==> src/rtl/uart_rx_link_pkg.sv <==
// Shared CSR definitions for the UART receive register.
package uart_rx_link_pkg;

    localparam logic [11:0] ADDR_UART_RX = 12'h010;

    typedef struct packed {
        logic       valid;
        logic       oflow;
        logic [7:0] data;
    } uart_rx_t;

endpackage

==> src/rtl/uart_rx_fifo.sv <==
// Receive byte FIFO: power-of-2 depth, wrap-bit pointers, combinational head read.
module uart_rx_fifo #(
    parameter int unsigned DEPTH = 4
) (
    input  logic       clk,
    input  logic       rst_n,
    input  logic       push,
    input  logic       pop,
    input  logic [7:0] din,
    output logic [7:0] dout,
    output logic       full,
    output logic       empty
);

    localparam int unsigned AW = $clog2(DEPTH);
    localparam int unsigned PW = AW + 1;

    logic [7:0]    mem [DEPTH];
    logic [PW-1:0] wr_q;
    logic [PW-1:0] rd_q;
    logic          wr_en;
    logic          rd_en;

    // A pop in the same cycle frees a slot, so a push into a full FIFO is accepted.
    assign wr_en = push && (!full || pop);
    assign rd_en = pop && !empty;

    assign empty = (wr_q == rd_q);
    assign full  = (wr_q[AW] != rd_q[AW]) && (wr_q[AW-1:0] == rd_q[AW-1:0]);
    assign dout  = mem[rd_q[AW-1:0]];

    always_ff @(posedge clk) begin
        if (!rst_n) begin
            wr_q <= '0;
            rd_q <= '0;
        end else begin
            if (wr_en) wr_q <= wr_q + PW'(1);
            if (rd_en) rd_q <= rd_q + PW'(1);
        end
    end

    always_ff @(posedge clk) begin
        if (wr_en) mem[wr_q[AW-1:0]] <= din;
    end

endmodule

==> src/rtl/uart_rx_link.sv <==
// UART 8N1 receiver feeding the UART_RX CSR holding register.
// Define UART_RX_FIFO_EN to add the RxFIFO behind the holding register.
module uart_rx_link
    import uart_rx_link_pkg::*;
#(
    parameter int unsigned CLK_HZ     = 50_000_000,
    parameter int unsigned BAUD       = 115_200,
    parameter int unsigned FIFO_DEPTH = 4
) (
    input  logic     clk,
    input  logic     rst_n,
    input  logic     uart_rxd,
    input  logic     csr_rd,
    output uart_rx_t csr_rx
);

    localparam int unsigned DIV   = (CLK_HZ + BAUD / 2) / BAUD;
    localparam int unsigned HALF  = DIV / 2;
    localparam int unsigned CNT_W = $clog2(DIV);

    if (FIFO_DEPTH < 2 || (FIFO_DEPTH & (FIFO_DEPTH - 1)) != 0) begin : g_depth_chk
        $error("FIFO_DEPTH must be a power of 2 and at least 2");
    end

    typedef enum logic [2:0] {
        ST_IDLE,
        ST_START,
        ST_DATA,
        ST_STOP,
        ST_WAIT_HIGH
    } rx_state_e;

    logic [1:0]       sync_q;
    logic             rxd_s;
    rx_state_e        state_q, state_d;
    logic [CNT_W-1:0] cnt_q, cnt_d;
    logic [2:0]       bit_q, bit_d;
    logic [7:0]       shreg_q, shreg_d;
    logic             push_c;
    uart_rx_t         rx_q, rx_d;

    assign rxd_s  = sync_q[1];
    assign csr_rx = rx_q;

    always_ff @(posedge clk) begin
        if (!rst_n) begin
            sync_q  <= 2'b11;
            state_q <= ST_IDLE;
            cnt_q   <= '0;
            bit_q   <= '0;
            shreg_q <= '0;
            rx_q    <= '0;
        end else begin
            sync_q  <= {sync_q[0], uart_rxd};
            state_q <= state_d;
            cnt_q   <= cnt_d;
            bit_q   <= bit_d;
            shreg_q <= shreg_d;
            rx_q    <= rx_d;
        end
    end

    // Frame receiver: mid-bit sampling timed from the detected start edge.
    always_comb begin
        state_d = state_q;
        cnt_d   = cnt_q;
        bit_d   = bit_q;
        shreg_d = shreg_q;
        push_c  = 1'b0;
        case (state_q)
            ST_IDLE: begin
                if (!rxd_s) begin
                    state_d = ST_START;
                    cnt_d   = '0;
                end
            end
            ST_START: begin
                if (cnt_q == CNT_W'(HALF - 1)) begin
                    cnt_d   = '0;
                    bit_d   = '0;
                    state_d = rxd_s ? ST_IDLE : ST_DATA;
                end else begin
                    cnt_d = cnt_q + CNT_W'(1);
                end
            end
            ST_DATA: begin
                if (cnt_q == CNT_W'(DIV - 1)) begin
                    cnt_d   = '0;
                    shreg_d = {rxd_s, shreg_q[7:1]};
                    if (bit_q == 3'd7) state_d = ST_STOP;
                    else               bit_d   = bit_q + 3'd1;
                end else begin
                    cnt_d = cnt_q + CNT_W'(1);
                end
            end
            ST_STOP: begin
                if (cnt_q == CNT_W'(DIV - 1)) begin
                    cnt_d = '0;
                    if (rxd_s) begin
                        push_c  = 1'b1;
                        state_d = ST_IDLE;
                    end else begin
                        state_d = ST_WAIT_HIGH;
                    end
                end else begin
                    cnt_d = cnt_q + CNT_W'(1);
                end
            end
            ST_WAIT_HIGH: begin
                if (rxd_s) state_d = ST_IDLE;
            end
            default: state_d = ST_IDLE;
        endcase
    end

`ifdef UART_RX_FIFO_EN
    logic       fifo_push;
    logic       fifo_pop;
    logic       fifo_full;
    logic       fifo_empty;
    logic [7:0] fifo_dout;

    uart_rx_fifo #(
        .DEPTH (FIFO_DEPTH)
    ) u_fifo (
        .clk   (clk),
        .rst_n (rst_n),
        .push  (fifo_push),
        .pop   (fifo_pop),
        .din   (shreg_q),
        .dout  (fifo_dout),
        .full  (fifo_full),
        .empty (fifo_empty)
    );

    // Read is resolved first so a same-cycle push lands in the slot it frees.
    always_comb begin
        rx_d      = rx_q;
        fifo_push = 1'b0;
        fifo_pop  = csr_rd && rx_q.valid && !fifo_empty;
        if (csr_rd) rx_d.oflow = 1'b0;
        if (csr_rd && rx_q.valid) begin
            if (fifo_empty) rx_d.valid = 1'b0;
            else            rx_d.data  = fifo_dout;
        end
        if (push_c) begin
            if (!rx_d.valid) begin
                rx_d.valid = 1'b1;
                rx_d.data  = shreg_q;
            end else if (!fifo_full || fifo_pop) begin
                fifo_push = 1'b1;
            end else begin
                rx_d.oflow = 1'b1;
            end
        end
    end
`else
    // Holding register only: a read always empties it.
    always_comb begin
        rx_d = rx_q;
        if (csr_rd) begin
            rx_d.oflow = 1'b0;
            rx_d.valid = 1'b0;
        end
        if (push_c) begin
            if (!rx_d.valid) begin
                rx_d.valid = 1'b1;
                rx_d.data  = shreg_q;
            end else begin
                rx_d.oflow = 1'b1;
            end
        end
    end
`endif

endmodule

==> config.mk <==
export PLATFORM = sky130hd
export DESIGN_NAME = uart_rx_link
export DESIGN_NICKNAME = d
export VERILOG_FILES = /design/src/rtl/uart_rx_link_pkg.sv /design/src/rtl/uart_rx_fifo.sv /design/src/rtl/uart_rx_link.sv
export SDC_FILE = /design/constraint.sdc
export NUM_CORES = 1
export LEC_CHECK = 0
export BUFFER_PORTS_ARGS = -buffer_cell sky130_fd_sc_hd__buf_4
export CORE_ASPECT_RATIO = 1.4
export CORE_MARGIN = 2
export CORE_UTILIZATION = 58
export DETAILED_ROUTE_END_ITERATION = 8
export PLACE_DENSITY = 0.88
export SKIP_LAST_GASP = 1
export SLEW_MARGIN = 20
export SYNTH_ARGS = -nofsm -noshare
export SYNTH_HDL_FRONTEND = slang
export SYNTH_SLANG_ARGS = --single-unit
export TNS_END_PERCENT = 100
==> constraint.sdc <==
create_clock -name clk -period 2.1 [get_ports clk]
set_input_delay 0.315 -clock clk [delete_from_list [all_inputs] [get_ports clk]]
set_output_delay 0.315 -clock clk [all_outputs]
set_load 0.01 [all_outputs]
==> results of run 1 <==
==> metal layers <==
| layer | vias to the layer above | share of wire | global-route usage |
|---|---|---|---|
| met5 | - | 0 | 0 |
| met4 | 0 | 0.037 | 0.163 |
| met3 | 16 | 0.052 | 0.0664 |
| met2 | 50 | 0.55 | 0.432 |
| met1 | 645 | 0.36 | 0.232 |
| li1 | 668 | - | - |
==> placed cells by master, fill, tap and decap left out, types with 3 or more instances in the layout <==
cell                       instances
sky130_fd_sc_hd__inv_1             3
sky130_fd_sc_hd__nor3b_1           4
sky130_fd_sc_hd__nor3_1            4
sky130_fd_sc_hd__a21boi_0          9
sky130_fd_sc_hd__o21a_1            3
sky130_fd_sc_hd__o22ai_1           7
sky130_fd_sc_hd__nand2_1          17
sky130_fd_sc_hd__dfxtp_1          35
sky130_fd_sc_hd__nor2_1            7
sky130_fd_sc_hd__ha_1              5
sky130_fd_sc_hd__nand2b_1          5
sky130_fd_sc_hd__clkbuf_8          7
sky130_fd_sc_hd__nor4_1            4
sky130_fd_sc_hd__buf_4            17
sky130_fd_sc_hd__o31a_1            3
sky130_fd_sc_hd__mux2i_1          19
sky130_fd_sc_hd__a21oi_1           4
sky130_fd_sc_hd__nor2b_1          19
==> flip-flops by register name, summed over array words and instances (netlist names) <==
signal / count
bit_q: 3
cnt_q: 9
csr_rx: 10
shreg_q: 8
state_q: 3
sync_q: 2
==> cell type report <==
| class | instances | area, um^2 | area share |
|---|---|---|---|
| Clock buffer | 8 | 100 | 0.0515 |
| Sequential cell | 35 | 701 | 0.361 |
| Inverter | 3 | 11.3 | 0.00580 |
| Multi-Input combinational cell | 131 | 936 | 0.482 |
| Timing Repair Buffer | 18 | 148 | 0.0760 |
| Tap cell | 37 | 46.3 | 0.0238 |
==> repair_timing <==
action,in CTS,in global routing
setup buffers,0,0
endpoints found under the setup margin,0,9
gates resized for setup,0,2
==> metrics by stage <==
step / area [um^2] / instances / hold WS [ns] / setup slack, ns
2_1_floorplan: 1670 / 178 / 0.386 / 0.137
3_3_place_gp: 1830 / 224 / 0.391 / 0.211
3_5_place_dp: 1830 / 224 / 0.422 / 0.128
4_1_cts: 1930 / 232 / 0.187 / 0.108
5_1_grt: 1940 / 232 / 0.195 / 0.0128
6_report: 1940 / 232 / 0.191 / 0.115
==> critical path, cell delays in order (launching register included) <==
cell and delay, ns:
sky130_fd_sc_hd__dfxtp_1 0.38, sky130_fd_sc_hd__or4b_1 0.69, sky130_fd_sc_hd__nor4_4 0.29, sky130_fd_sc_hd__buf_4 0.24, sky130_fd_sc_hd__mux2i_1 0.22, sky130_fd_sc_hd__nor2b_1 0.07
==> power groups by stage <==
stage	logic, mW	clock network (mW)	registers [mW]
6_report	0.0744	0.526	0.683
2_1_floorplan	0.0562	0	0.693
4_1_cts	0.0728	0.538	0.682
3_5_place_dp	0.0719	0	0.697
5_1_grt	0.0809	0.563	0.684
3_3_place_gp	0.0684	0	0.696
==> worst max path at each step <==
stage	from	to	slack (ns)	cells past startpoint
2_1_floorplan	cnt_q[6]	csr_rx[0]	0.14	5
3_3_place_gp	cnt_q[6]	csr_rx[2]	0.21	5
3_5_place_dp	cnt_q[6]	csr_rx[2]	0.13	5
4_1_cts	cnt_q[6]	csr_rx[2]	0.11	5
5_1_grt	cnt_q[6]	shreg_q[1]	0.01	5
6_report	cnt_q[6]	csr_rx[2]	0.11	5
==> cells by family (layout without fill, tap and decap cells) <==
group                    after synthesis  count (layout)  share of synthesized area
AND/OR/NAND/NOR                       75              75                      0.272
buffers and inverters                 12              29                     0.0277
flip-flops                            35              35                      0.419
adder cells (fa/ha/maj)                5               5                     0.0374
multiplexers                          19              19                      0.114
AO/OA/AOI/OAI                         32              32                      0.130
==> flow_results.org, run 1 <==
** Cells and area
- The repair_antennas step left the layout with diodes totalling 0.
- Utilization after layout :: 0.689
- Number of fill cells :: 217
- After the last flow step, the layout net total stands at approximately 200.
- Area overhead of the layout relative to synthesis :: 16.1%
- Layout cells sized above 1 :: 0.154

** Global routing
- GRT Overall Usage :: 0.237
- For this run the aggregate overflow at the end of global routing stands at 0.
- Global-route wire length before repair :: between 5000 and 6000 um
- Entering global routing, the biggest net connects 37 pins.
- Antenna violations before repair :: 0
- The number of global-route vias before repair came to roughly 1300.

** STA
- Timing would allow up to 504 MHz.
- In this run the tightest slew margin relative to its limit is 0.669.
- Worst slew pin tran :: just under 0.5 ns
- In the final timing run, aggregate negative setup slack is 0 ns.
- The number of endpoints with negative hold slack in the final report was 0.
- The worst path in the final design needs a cycle of slightly below 2 ns, including I/O delays and setup.
- Of the available clock period, the critical path in the final layout requires 0.945.
- Setup repair after global routing missed its margin :: false
- On the final layout, the worst clock skew is 0.00402 ns.
- Setup violation total in the final timing report :: 0
- The count of final max-slew check failures was 0.

** Worst setup path
- The worst register-to-register path begins at cnt_q[6].
- Crit path required time :: 2.28 ns
- Worst Path Class, Setup :: reg -> reg
- The worst register-to-register path ends at csr_rx[2].
- Of all nets on the critical path, the largest fanout is 8.
- STA classifies the critical path startpoint as a flip-flop.
- Critical path data arrival time :: 2.17 ns
- Worst Reg2Reg Path Length in Cells :: 5
- The worst setup path is captured at a flip-flop.
- For flop-to-flop paths, the worst setup slack is 0.11 ns.

** Pwr
- Sw frac :: 0.221
- Reported leakage power :: around 0.64 nW
- The completed layout was analyzed and its total power is 1.28 mW.
- Summed over all nets, the switching power comes to approximately 280 uW.
- Power density relative to cell area :: 661 nW/um^2
- Share of total power in the clock network :: 0.410
- The share of total power dissipated in sequential elements is 0.532.
- VDD sags by at most ~460 uV.
- The internal portion of the total power is 1.00 mW.
- Of the total power, combinational logic draws 0.058.

** Placement
- Number of buffers added on ports :: 13
- Half-perimeter wire length after placement :: 2430 um
- Final weighted congestion in routability-driven placement :: 0.874

** Detailed routing
- In this run, the number of DRC markers left after iteration 0 of detailed routing was 26.
- In the final routed layout, each cell accounts on average for between 10 and 15 um.
- Once detail routing completed, the nets flagged for antenna violations numbered 0.
- Routed wire length :: 3460 um
- Vias after detailed routing :: between 1000 and 1500
- For this run, design rule violations remaining after detail routing come to 0.
- Total iterations of the first detailed-routing run :: 4
- Via-to-Cell Ratio :: between 5 and 6

** Min path
- Hold Path Depth :: 2
- For hold timing, the worst endpoint is csr_rx[8].
- Hold wc startpoint :: csr_rd
- Min-Delay Path Class :: in -> reg

** Clock network
- Buffers inserted during clock tree synthesis total 5.
- Hold repair after CTS inserted 0 buffers.
- At the later pin of the worst-skew pair, clock insertion delay measures just under 0.3 ns.
- H-tree depth :: 2
- Clock tree synthesis found a total of 35 sinks.
- The clock passes through at most 2 buffers.
- The cell sitting at the root of the clock tree is a sky130_fd_sc_hd__clkbuf_8.
- Clk pin slew, worst setup/hold paths :: around 0.070 ns
- TritonCTS built the clock tree.

** Yosys
- Sequential cell area fraction in the yosys report :: 0.419
- Synth Register Bits :: 35
- Post-synth net total :: 187
- The synthesized design spends more area on one cell type than any other, namely sky130_fd_sc_hd__dfxtp_1.
- Most used standard cells in the synthesized netlist :: sky130_fd_sc_hd__dfxtp_1 (35), sky130_fd_sc_hd__mux2i_1 (19), sky130_fd_sc_hd__nor2b_1 (19)
- Commonest register cell after synthesis :: sky130_fd_sc_hd__dfxtp_1
- Synth warnings :: 0
- Top cell type's share of synthesized area :: 0.419
- In this run the mean area of a mapped cell was between 9 and 10 um^2.
- Yosys mapped a number of flops with a built-in enable equal to 0.
- Share of flip-flops with an asynchronous set or reset after synthesis :: 0
- Leading cell types by total area after synthesis :: sky130_fd_sc_hd__dfxtp_1 (42%), sky130_fd_sc_hd__mux2i_1 (11%), sky130_fd_sc_hd__nor2b_1 (7.1%)
- Most repeated cell in the gate-level netlist after synthesis :: sky130_fd_sc_hd__dfxtp_1
- Synthesis handed over a netlist of 178 instances.
- Cell Area, Synth :: between 1500 and 2000 um^2
- The number of different library cells used by synthesis comes to 32.

** Run status
- Outcome :: finished, final reports clean

** Floorplan
- The initial utilization of the core area, before any placement, comes to 0.593.
- The die is 49.4 um wide.
- For this design the top-level I/O count stands at 14.
- After floorplanning, the core was divided into 23 placement rows.
- Measured along the y axis, the die boundary spans a little under 70 um.
- The die covers around 3300 um^2.
- Core area :: 2820 um^2

** Job
- Across the run, the number of max-cap violations was 0.
Note: power is estimated with default switching activity, not from simulation.
==> inputs of run 2 (changes only) <==
--- a/config.mk
+++ b/config.mk
@@ -7,9 +7,9 @@
 export LEC_CHECK = 0
 export BUFFER_PORTS_ARGS = -buffer_cell sky130_fd_sc_hd__buf_4
 export CORE_ASPECT_RATIO = 1.4
-export CORE_MARGIN = 2
 export CORE_UTILIZATION = 58
 export DETAILED_ROUTE_END_ITERATION = 8
+export GPL_TIMING_DRIVEN = 0
 export PLACE_DENSITY = 0.88
 export SKIP_LAST_GASP = 1
 export SLEW_MARGIN = 20
==> constraint.sdc (replaced) <==
create_clock -name clk -period 2.1 [get_ports clk]
set_input_delay 0.525 -clock clk [delete_from_list [all_inputs] [get_ports clk]]
set_output_delay 0.525 -clock clk [all_outputs]
set_load 0.01 [all_outputs]
==> run 2 against run 1 <==
Compared with the run above: die area shrank 6.9%; register-to-register slack gained 0.03 ns; critical path depth is the same; combinational power grew 6.0%; non-clock buffer count grew 7; sequential share of layout area is the same; total power shrank 3.3%; worst setup slack gained 0.031 ns; wire length shrank 4.2%; clock skew grew 0.0015 ns; cell area is the same; hold slack gained 0.14 ns.
==> flow_results.org, run 2 (synthesized netlist as in run 1, its figures left out) <==
** Job
- The tool flagged a number of max-cap violations equal to 0.

** Pwr
- In this run the static leakage power is 0.636 nW.
- IR analysis of the VDD net gives a maximum drop of 519 uV.
- The completed layout was analyzed and its total power is 1.24 mW.
- Power density relative to cell area :: between 600 and 700 nW/um^2

** Placement
- Final weighted congestion in routability-driven placement :: 0.886
- Detailed placement ended at an HPWL of 2480 um.
- OpenSTA, run right after detailed placement, puts the worst setup slack at -0.190 ns.
- Total instance count after detailed placement :: 227
- Placed standard-cell area :: approximately 1800 um^2
- Input and output buffers added on the ports amount to 13.

** Run status
- The run finished with clean final reports.

** Cells and area
- The final layout contains 210 nets.
- The library cell used most frequently in the layout, excluding fill and tap cells, is sky130_fd_sc_hd__dfxtp_1.
- Layout cells sized above 1 :: 0.149
- Commonest cells after routing, fill and taps aside :: sky130_fd_sc_hd__dfxtp_1 (35), sky130_fd_sc_hd__nor2b_1 (19), sky130_fd_sc_hd__mux2i_1 (19)
- The finished cells cover just under 2000 um^2.
- At the end of the flow the core is filled with cells to 0.727.
- Area overhead of the layout relative to synthesis :: 16.1%
- For this run, the number of standard cells in the final layout without fillers is 238.
- 0 antenna diodes ended up in the layout.
- Max reg flops :: 10

** Worst setup path
- Critical path buffers and inverters :: 1
- Of all nets on the critical path, the largest fanout is 10.
- The critical path runs through a total of 5 cells.
- Source of the worst register-to-register timing path :: state_q[0]
- Family of cells with the greatest summed delay on the critical path :: compound AO/OA/AOI/OAI gates
- Type of element capturing the critical path :: flip-flop
- Crit path required time :: 2.37 ns
- Crit path from :: state_q[0]
- Traced cell by cell, the critical path runs through clkbuf_1, nand2b_1, a211oi_2, o21ai_0, a21boi_0.
- Highest cell delay on the worst timing path :: approximately 0.60 ns
- Critical path data arrival time :: 2.23 ns
- The worst register-to-register path ends at state_q[0].
- Worst Reg2Reg Path Length in Cells :: 5
- The largest individual stage delay along the critical path comes from the cell sky130_fd_sc_hd__a211oi_2.
- Launching element type of the critical path :: flip-flop
- In this run the worst setup path terminates at state_q[0].
- By startpoint and endpoint, the worst setup path is classified as reg -> reg.
- The setup check on the worst reg-to-reg path leaves a slack of 0.15 ns.

** Detailed routing
- Via-to-Cell Ratio :: 5.72
- Routed wire length :: 3310 um
- Vias after detailed routing :: 1362
- Dividing the detail-routed wire length by the instance count gives 13.9 um.
- For this run, the detailed router's first-pass iteration total came to 4.
- For this run, design rule violations remaining after detail routing come to 0.
- Number of violations reported at the end of detailed-routing iteration 0 :: 26
- Count of nets left with antenna violations after detail routing :: 0

** Global routing
- Peak-usage layer in the global routing report :: met2
- In the global route stage, met2 resource usage came out at 0.433.
- Global-route track usage on met1 :: 0.216
- GRT Overall Usage :: 0.241
- The total overflow left after global routing is 0.
- In the global route stage, met3 resource usage came out at 0.0879.
- The number of antenna violations at the first check in global routing was 0.
- Pin count of the biggest net entering global routing :: 13
- The number of global-route vias before repair was 1305.
- The first global-routing pass estimated approximately 5200 um of wire.

** Clock network
- Clk pin slew, worst setup/hold paths :: 0.11 ns
- The number of clock buffers added by TritonCTS is 5.
- The clock tree synthesis step divided the H-tree into 2 levels.
- For this design, the sink count on the clock tree is 35.
- TritonCTS clock tree :: done
- Post-cts hold buffer count :: 0
- Clock root buffer :: sky130_fd_sc_hd__clkbuf_4
- Maximum number of buffers from clock root to sink :: 2
- Skew-Pair Late Insertion Delay :: 0.35 ns

** STA
- Setup repair after global routing missed its margin :: false
- The count of final max-slew check failures was 0.
- Setup WS post-layout :: 0.145 ns
- The number of endpoints with negative hold slack in the final report was 0.
- Worst slew pin tran :: 0.623 ns
- Post-Route Hold Slack :: 0.336 ns
- For the final database, setup skew stands at 0.00551 ns.
- Subtracting the final worst setup slack from the clock period gives 1.95 ns.
- Setup total negative slack :: 0 ns
- Final critical-path share of the clock period :: 0.931
- The worst pin sits at a relative slew slack of 0.584.
- Timing-limited maximum frequency :: 512 MHz
- Setup violation total in the final timing report :: 0

** Floorplan
- Die area :: 3110 um^2
- I/O Pins :: 14
- Initial cell density of the core :: 0.627
- Core area :: 2670 um^2
- Rows :: 22
- The die is 65.5 um tall.
- The die is between 40 and 50 um wide.

** Min path
- Min-Delay Path Class :: in -> reg
## run 2: cell types whose count changed in the layout (fill, tap and decap cells not counted), sizes merged
cell,change
bufinv,+1
clkbuf,+4
clkinv,+2
## run 2: repair_timing
action                                  in CTS  in global routing
pin swaps                                    2                  0
gates resized for setup                      1                  1
endpoints found under the setup margin      26                  3
endpoints found under the hold margin        0                  0
buffers inserted                             3                  0
## run 2: worst min-delay path by stage
stage / from / endpoint / slack, ns / cells after the start
after global routing: csr_rd / csr_rx[8] / 0.33 / 2
after floorplan: sync_q[0] / sync_q[1] / 0.39 / 1
final: csr_rd / csr_rx[8] / 0.34 / 2
after detailed placement: sync_q[0] / sync_q[1] / 0.41 / 1
after CTS: csr_rd / csr_rx[8] / 0.33 / 2
after global placement: sync_q[0] / sync_q[1] / 0.39 / 1
## run 2: area by class of cell
class | instances | area (um^2)
Multi-Input combinational cell | 131 | 936
Fill cell | 194 | 728
Sequential cell | 35 | 701
Timing Repair Buffer | 16 | 133
Tap cell | 36 | 45.0
Clock inverter | 3 | 43.8
Clock buffer | 5 | 37.5
Buffer | 9 | 35.0
Inverter | 3 | 11.3
## run 2: where the power goes
group          leakage, nW  switching [mW]  total [mW]  internal [mW]
logic                0.309          0.0471      0.0789         0.0318
registers            0.283         0.00951       0.680          0.671
clock network       0.0452           0.232       0.482          0.250
total                0.636           0.289        1.24          0.953
## run 2: worst register-to-register path: stages, from the launching register on
cell,delay (ns)
sky130_fd_sc_hd__dfxtp_1,0.32
sky130_fd_sc_hd__clkbuf_1,0.36
sky130_fd_sc_hd__nand2b_1,0.23
sky130_fd_sc_hd__a211oi_2,0.60
sky130_fd_sc_hd__o21ai_0,0.17
sky130_fd_sc_hd__a21boi_0,0.21
## run 2: metal layers
layer / wire length, um / share of wire / up-vias
met2: 1830 / 0.55 / 37
met4: 89 / 0.027 / 0
li1: - / - / 681
met5: 0 / 0 / -
met1: 1280 / 0.39 / 634
met3: 119 / 0.036 / 10
